**src/rtl/bus_arbiter_rr.sv**
```systemverilog
// bus_arbiter_rr: N-master to 1-slave arbiter for the SOPC bus.
// Picks one requesting master (round-robin or fixed priority) and forwards its
// address/read/write/data_wr/mask to the slave in the same cycle. A stalled
// transaction locks the bus to its owner until it completes, is aborted, or
// (optionally) times out. A timeout forces a release and sets a sticky flag.
//
// Ports:
//   clk          clock bundle: clk.base = clock, clk.rst = sync active-high reset
//   m_address    per-master address            m_read / m_write  per-master request
//   m_data_wr    per-master write data         m_mask            per-master byte mask
//   m_stall      per-master stall
//   m_data_rd    slave read data, broadcast    m_data_rd_2       second read word, broadcast
//   s_address / s_read / s_write / s_data_wr / s_mask   forwarded to the slave
//   s_stall / s_data_rd / s_data_rd_2                    from the slave
//   grant        one-hot current owner (0 when idle)
//   timeout_err  sticky, set when a hung slave access is forcibly released

package bus_arbiter_rr_pkg;
  typedef struct packed {
    logic base;
    logic rst;
  } Clock_t;
endpackage

module bus_arbiter_rr #(
  parameter int N_MASTERS  = 2,
  parameter int FIXED_PRIO = 0,
  parameter int TIMEOUT    = 0
) (
  input  bus_arbiter_rr_pkg::Clock_t         clk,
  input  logic [N_MASTERS-1:0][31:0]         m_address,
  input  logic [N_MASTERS-1:0]               m_read,
  input  logic [N_MASTERS-1:0]               m_write,
  input  logic [N_MASTERS-1:0][31:0]         m_data_wr,
  input  logic [N_MASTERS-1:0][3:0]          m_mask,
  output logic [N_MASTERS-1:0]               m_stall,
  output logic [31:0]                        m_data_rd,
  output logic [31:0]                        m_data_rd_2,
  output logic [31:0]                        s_address,
  output logic                               s_read,
  output logic                               s_write,
  output logic [31:0]                        s_data_wr,
  output logic [3:0]                         s_mask,
  input  logic                               s_stall,
  input  logic [31:0]                        s_data_rd,
  input  logic [31:0]                        s_data_rd_2,
  output logic [N_MASTERS-1:0]               grant,
  output logic                               timeout_err
);

  localparam int IDX_W = (N_MASTERS > 1) ? $clog2(N_MASTERS) : 1;
  localparam int CNT_W = (TIMEOUT > 0) ? $clog2(TIMEOUT + 1) : 1;

  localparam logic [0:0] IDLE   = 1'b0;
  localparam logic [0:0] LOCKED = 1'b1;

  logic [0:0]           state;
  logic [IDX_W-1:0]     ptr;
  logic [IDX_W-1:0]     owner;
  logic [CNT_W-1:0]     cnt;

  logic [N_MASTERS-1:0] req;
  logic                 found;
  logic [IDX_W-1:0]     winner;
  logic [IDX_W-1:0]     cand;
  logic [IDX_W-1:0]     sel;
  logic                 active;
  logic                 force_release;

  function automatic logic [IDX_W-1:0] next_idx(input logic [IDX_W-1:0] i);
    if (i == IDX_W'(N_MASTERS - 1)) return '0;
    return i + IDX_W'(1);
  endfunction

  assign req         = m_read | m_write;
  assign m_data_rd   = s_data_rd;
  assign m_data_rd_2 = s_data_rd_2;

  // First requester scanning upward from ptr (or from 0 under fixed priority).
  always_comb begin
    found  = 1'b0;
    winner = '0;
    cand   = '0;
    for (int unsigned k = 0; k < N_MASTERS; k++) begin
      if (FIXED_PRIO != 0) cand = IDX_W'(k);
      else                 cand = IDX_W'((32'(ptr) + k) % N_MASTERS);
      if (!found && req[cand]) begin
        found  = 1'b1;
        winner = cand;
      end
    end
  end

  assign sel    = (state == LOCKED) ? owner : winner;
  assign active = !clk.rst && ((state == LOCKED) || found);

  // Hung owner: released in the cycle its lock counter reaches TIMEOUT.
  assign force_release = (TIMEOUT != 0) && (state == LOCKED) && req[owner] &&
                         s_stall && (cnt == CNT_W'(TIMEOUT));

  // Requesting non-owners stall, idle masters never do; the forwarded master
  // follows the slave unless a timeout release overrides it.
  always_comb begin
    m_stall   = req;
    grant     = '0;
    s_address = '0;
    s_read    = 1'b0;
    s_write   = 1'b0;
    s_data_wr = '0;
    s_mask    = '0;
    if (active) begin
      grant[sel]   = 1'b1;
      s_address    = m_address[sel];
      s_read       = m_read[sel];
      s_write      = m_write[sel];
      s_data_wr    = m_data_wr[sel];
      s_mask       = m_mask[sel];
      m_stall[sel] = req[sel] && s_stall && !force_release;
    end
  end

  always_ff @(posedge clk.base) begin
    if (clk.rst) begin
      state       <= IDLE;
      ptr         <= '0;
      owner       <= '0;
      cnt         <= '0;
      timeout_err <= 1'b0;
    end else if (state == IDLE) begin
      if (found) begin
        if (!s_stall) begin
          ptr <= next_idx(winner);
        end else begin
          owner <= winner;
          cnt   <= CNT_W'(1);
          state <= LOCKED;
        end
      end
    end else begin
      if (!req[owner] || !s_stall) begin
        // Completion or abort both hand the bus on.
        ptr   <= next_idx(owner);
        state <= IDLE;
      end else if (force_release) begin
        timeout_err <= 1'b1;
        ptr         <= next_idx(owner);
        state       <= IDLE;
      end else if (cnt != '1) begin
        cnt <= cnt + CNT_W'(1);
      end
    end
  end

endmodule

```
**config.mk**
```make
export PLATFORM = sky130hd
export DESIGN_NAME = bus_arbiter_rr
export DESIGN_NICKNAME = d
export VERILOG_FILES = /design/src/rtl/bus_arbiter_rr.sv
export SDC_FILE = /design/constraint.sdc
export NUM_CORES = 1
export LEC_CHECK = 0
export CORE_AREA = 2 2 133 135
export DETAILED_ROUTE_END_ITERATION = 12
export DIE_AREA = 0 0 135 137
export HOLD_SLACK_MARGIN = 0.02
export MAX_ROUTING_LAYER = met4
export PLACE_DENSITY = 0.53
export REMOVE_ABC_BUFFERS = 1
export SLEW_MARGIN = 20
export SYNTH_ARGS = -nofsm -noshare
export SYNTH_HDL_FRONTEND = slang
export SYNTH_SLANG_ARGS = --single-unit
```
**constraint.sdc**
```tcl
create_clock -name clk -period 2.13 [get_ports clk]
set_input_delay 0.213 -clock clk [delete_from_list [all_inputs] [get_ports clk]]
set_output_delay 0.213 -clock clk [all_outputs]
set_load 0.05 [all_outputs]
```
==> results of run 1 <==
where the power goes:
part / switching [W] / internal [W]
clock network: 0.00578 / 0.00518
logic: 0.000137 / 0.000292
registers: 0.0000224 / 0.0000859
logic make-up after synthesis:
| logic type | share of synthesized area (%) |
|---|---|
| buf+inv | 41.3 |
| simple gates | 3.01 |
| other cells | 0.251 |
| compound gates | 50.7 |
| mux | 0.752 |
| flops | 4.01 |
layer usage:
metal / part of all wire, % / vias to the layer above
li1: - / 1019
met1: 32 / 1088
met2: 37 / 355
met3: 26 / 66
met4: 5.2 / 0
met5: 0 / -
worst max-delay path by stage:
stage                          to  slack, ns  cells past startpoint
floorplan              m_stall[1]      -1.87                      3
global placement    s_address[27]      -1.85                      4
detailed placement  s_address[27]      -1.85                      4
CTS                 s_data_wr[17]      -0.79                      8
global route        s_data_wr[17]      -0.78                      8
finish               s_address[1]      -0.69                      8
through the flow:
stage / std cells / TNS, ns / cell area [um2] / util (%)
after CTS: 599 / -54.49 / 4520 / 26.5
final: 608 / -47.93 / 4640 / 27.2
after global routing: 608 / -53.52 / 4640 / 27.2
after global placement: 548 / -134.38 / 3380 / 19.8
after floorplan: 100 / -123.60 / 886 / -
after detailed placement: 548 / -134.38 / 3380 / 19.8
area by class of cell:
class / instances / area, um2
Multi-Input combinational cell: 95 / 935
Clock inverter: 13 / 123
Sequential cell: 3 / 63.8
Tap cell: 225 / 282
Fill cell: 1785 / 12400
Inverter: 2 / 7.51
Timing Repair Buffer: 149 / 1470
Clock buffer: 121 / 1760
cell usage after synthesis:
master    number
nor2_1         2
conb_1         1
nand2b_1       3
or2_4          1
o32ai_4        2
o21ba_2        1
buf_2          6
nand2_1        1
a221oi_1       1
mux2_2         1
or3_1          1
a22o_1        68
clkbuf_8       1
o21a_1         2
a22o_2         2
buf_6          7
a21oi_1        4
a211o_2        1
dfxtp_1        3
buf_4         65
inv_1          2
o21ai_0        3
o32ai_1        1
timing repair:
action / CTS / global route
pin swaps: 20 / 4
gates cloned: 3 / 4
setup buffers: 6 / 5
setup endpoints to repair: 75 / 75
gates resized for setup: 550 / 6
registers in the layout (all words and copies together) (netlist names):
| signal | flops |
|---|---|
| owner | 1 |
| ptr | 1 |
| state | 1 |
critical path, cell delays in order:
cell and delay (ns):
clkbuf_16 0.12, or2_4 0.27, clkbuf_16 0.15, o32ai_4 0.26
clkbuf_16 0.26, clkbuf_16 0.16, a22o_1 0.15, buf_6 0.17
==> run summary, run 1 <==
largest net degree at the start of global routing = 14
share of cells above drive strength 1 = 41.8%
global-route wire length before repair = 17700 um
Peak supply drop = 0.864 mV
internal reg-to-reg setup slack = 0.92 ns
GRT Residual Overflow = 0
Hold Path Class = clk2reg
fin nets = 575
Max Cap Viol = 0
post-cts hold buffer count = 0
Initial Utilization = 8.77%
Setup crit start = clk[0]
Vias = 2528
area share of the largest cell type after synthesis = 39.8%
vias per std cell = 4.16
Top Usage Layer GRT = met3
Hold Path Stages = 4
M2 GR Usage = 12.0%
Mapped Cells = 179
Hold Slack = 0.284 ns
M3 GR Usage = 22.9%
io pins = 346
DRC marker count from the first detailed-route iteration = 115
most frequent cells in the layout = 141 x clkdlybuf4s50_1, 63 x buf_6, 59 x a22o_1
total die area = 18500 um2
Total Routed Length = 14300 um
drt wl/cell = 23.5 um
Clock transition at path regs = 0.03 ns
r2r startpoint = state$_SDFF_PP0_
Buffers on Ports = 215
pre-CTS WS = -1.85 ns
gr usage total = 14.5%
Post-Synthesis Cell Area = 1500 um2
cell row count = 48
DRC viols = 0
initial antenna violation count = 0
failing checks = negative setup slack
top cells by area, synth = a22o_1 40%, buf_4 33%, buf_6 5.3%
Hold Path End = owner$_SDFFE_PP0P_
Worst Reg-to-Reg Cells = 4
Netlist cell types = 23
final worst slack = -0.688 ns
antenna viol nets, final = 0
power density cells = 2480 nW/um2
M1 GR Usage = 10.4%
# setup viols final = 75
Die Y = 137 um
Die W = 135 um
CTS tree = done
Placer Congestion = 0.764
hold_sp = clk[0]
CP startpoint kind = clock port
WS Path Type = clk2out
outcome = finished, violations left
required time of the critical path = 1.92 ns
sequential cell area fraction in the yosys report = 4.01%
commonest non-fill, non-tap cell in the layout = clkdlybuf4s50_1
area growth from synthesis to layout = 210%
vias in the first global route = 3328
Syn Area/Cell = 8.36 um2
total power = 0.0115 W
Core ar. = 17100 um2
CP endpoint kind = output port
DRT Pass-1 Iters = 4
RSZ-0062 raised after global routing = yes
Crit Path Max Fanout = 9
final-report hold violation count = 0
Fin Clk Skew = 0.00121 ns
warnings from Yosys = 0
worst r2r dst = ptr$_SDFFE_PP0P_
leading area contributor after synthesis = a22o_1
Worst Path Arrival = 2.61 ns
worst skew pair latency = 0.22 ns
number of synthesized register bits = 3
Slew Viols, Final = 0
hpwl dp = 10200 um
antenna cells = 0
Leak = 1.92 nW
(Power assumes the default switching activity.)
==> inputs of run 2 (changes only) <==
Settings changed: PLACE_DENSITY 0.53 to unset, PLACE_DENSITY_LB_ADDON set to 0.1.
==> run 2 against run 1 <==
The run still ends with negative setup slack left. Critical path depth grew 2. Register-to-register slack lost 0.03 ns. Worst setup slack lost 0.11 ns. Flip-flop and latch count is the same. Via count grew 5.7%. Critical endpoint is now s_data_wr[21]. Clock power grew 5%. First-iteration DRC count shrank 32%. Die area is the same. Clock skew is essentially flat. Design area grew 3.6%.
==> run summary, run 2 (synthesis results as in run 1) <==
outcome = finished, violations left
failing checks = negative setup slack
total die area = 18500 um2 (unchanged)
Setup crit start = clk[0]
Fin Clk Skew = 0.00132 ns (+0.000118 ns)
Hold Slack = 0.267 ns (-0.0172 ns)
Crit Path Max Fanout = 6 (-3)
CTS tree = done
Layout Cells excl Fill = 627 (+3.1%)
power density cells = 2520 nW/um2 (+1.8%)
largest net degree at the start of global routing = 12 (-2)
vias in the first global route = 3646 (+9.6%)
internal reg-to-reg setup slack = 0.89 ns (-0.03 ns)
most frequent cells in the layout = 141 x clkdlybuf4s50_1, 69 x buf_6, 65 x a22o_1
Die W = 135 um (unchanged)
global-route wire length before repair = 18400 um (+3.7%)
pre-CTS WS = -1.85 ns (-0.0000200 ns)
final-report hold violation count = 0 (unchanged)
initial antenna violation count = 0 (unchanged)
commonest non-fill, non-tap cell in the layout = clkdlybuf4s50_1
# setup viols final = 75 (unchanged)
Peak supply drop = 0.935 mV (+8.2%)
Slew Viols, Final = 0 (unchanged)
Leak = 2.02 nW (+5.2%)
DRC marker count from the first detailed-route iteration = 78 (-32%)
RSZ-0062 raised after global routing = yes
Hold Path End = owner$_SDFFE_PP0P_
final worst slack = -0.794 ns (-0.106 ns)
worst r2r dst = ptr$_SDFFE_PP0P_
GRT Residual Overflow = 0 (unchanged)
share of cells above drive strength 1 = 43.0% (+1.3 points)
DRC viols = 0 (unchanged)
Final TNS setup = -51.66 ns (-3.73 ns)
Placer Congestion = 0.747 (-2.3%)
Core ar. = 17100 um2 (unchanged)
required time of the critical path = 1.92 ns (about the same)
io pins = 346 (unchanged)
r2r startpoint = state$_SDFF_PP0_
hold_sp = clk[0]
fin nets = 595 (+3.5%)
area growth from synthesis to layout = 221%
worst skew pair latency = 0.22 ns (about the same)
WS Path Type = clk2out
antenna viol nets, final = 0 (unchanged)
Clock transition at path regs = 0.03 ns (about the same)
DRT Pass-1 Iters = 6 (+2)
Cells after DPL = 547 (-0.18%)
fill count = 1790 (+0.28%)
vias per std cell = 4.26 (+2.5%)
Vias = 2671 (+5.7%)
CP startpoint kind = clock port
Die Y = 137 um (unchanged)
post-cts hold buffer count = 0 (unchanged)
Hold Path Class = clk2reg
Hold Path Stages = 4 (unchanged)
Worst Reg-to-Reg Cells = 5 (+1)
Worst Path Arrival = 2.71 ns (+0.10 ns)
Initial Utilization = 8.77% (unchanged)
Regs by FF count = owner (1), ptr (1), state (1)
hpwl dp = 9870 um (-3.4%)
cell row count = 48 (unchanged)
drt wl/cell = 22.9 um (-2.4%)
Max Cap Viol = 0 (unchanged)
Buffers on Ports = 215 (unchanged)
gr usage total = 14.6% (+0.14 points)
CP endpoint kind = output port
Total Routed Length = 14400 um (+0.69%)
antenna cells = 0 (unchanged)
[run 2: cell count changes in the layout (fill, tap and decap cells not counted), sizes merged]
cell,before,now
bufinv,1,4
clkbuf,32,27
clkinvlp,4,2
buf,97,120
[run 2: where the power goes]
part	switching, W	leakage, nW	internal [W]	total [W]
Combinational	0.000122	0.625	0.000291	0.000414
Clock	0.00595	1.37	0.00565	0.0116
Sequential	0.0000217	0.0255	0.0000859	0.000108
Total	0.00610	2.02	0.00602	0.0121
[run 2: cell type report]
class                      instances  area, um2  share of cell area (%)
sequential                         3       63.8                    1.33
multi-input combinational         95        882                    18.3
inverter                           2       7.51                   0.156
clock inverter                    14        173                    3.59
timing repair buffer             148       1460                    30.5
clock buffer                     140       1940                    40.3
tap                              225        282                    5.86
[run 2: what timing repair did]
| item | in CTS | in global routing |
|---|---|---|
| setup endpoints to repair | 75 | 75 |
| resized for setup | 543 | 26 |
| cloned | 9 | 1 |
| buffers inserted | 10 | 23 |
| pin swaps | 40 | 26 |
[run 2: through the flow]
stage	utilization, %	cell area [um2]	power, W
after detailed placement	19.8	3370	0.00708
after global placement	19.8	3370	0.00707
after CTS	26.9	4580	0.0119
after global routing	28.2	4810	0.0127
after floorplan	-	886	0.00509
final	28.2	4810	0.0121
[run 2: worst max-delay path, stage by stage]
cell	delay [ns]
clkbuf_16	0.12
or2_4	0.24
buf_6	0.12
o32ai_4	0.30
clkbuf_16	0.21
buf_8	0.10
clkbuf_16	0.14
buf_8	0.10
a22o_1	0.15
buf_6	0.16
[run 2: how the worst max path moves through the flow]
stage	to	cells after the start	slack (ns)
final	s_data_wr[21]	10	-0.79
after global routing	s_address[24]	10	-0.87
after CTS	s_data_wr[9]	9	-0.88
after detailed placement	s_address[27]	4	-1.85
after global placement	s_address[27]	4	-1.85
after floorplan	m_stall[1]	3	-1.87
[run 2: layer usage]
metal	share of wire [%]	GRT usage, %	vias up	wire (um)
met5	0	-	-	0
met4	6.7	21.2	0	959
met3	27	22.9	109	3880
met2	39	12.5	410	5670
met1	27	8.77	1091	3860
li1	-	-	1061	-
==> inputs of run 3 (changes only) <==
Settings changed: CTS_CLUSTER_DIAMETER set to 100.
==> results of run 3 <==
Same layout as run 2: the final DEF is identical, and so are final timing and power.
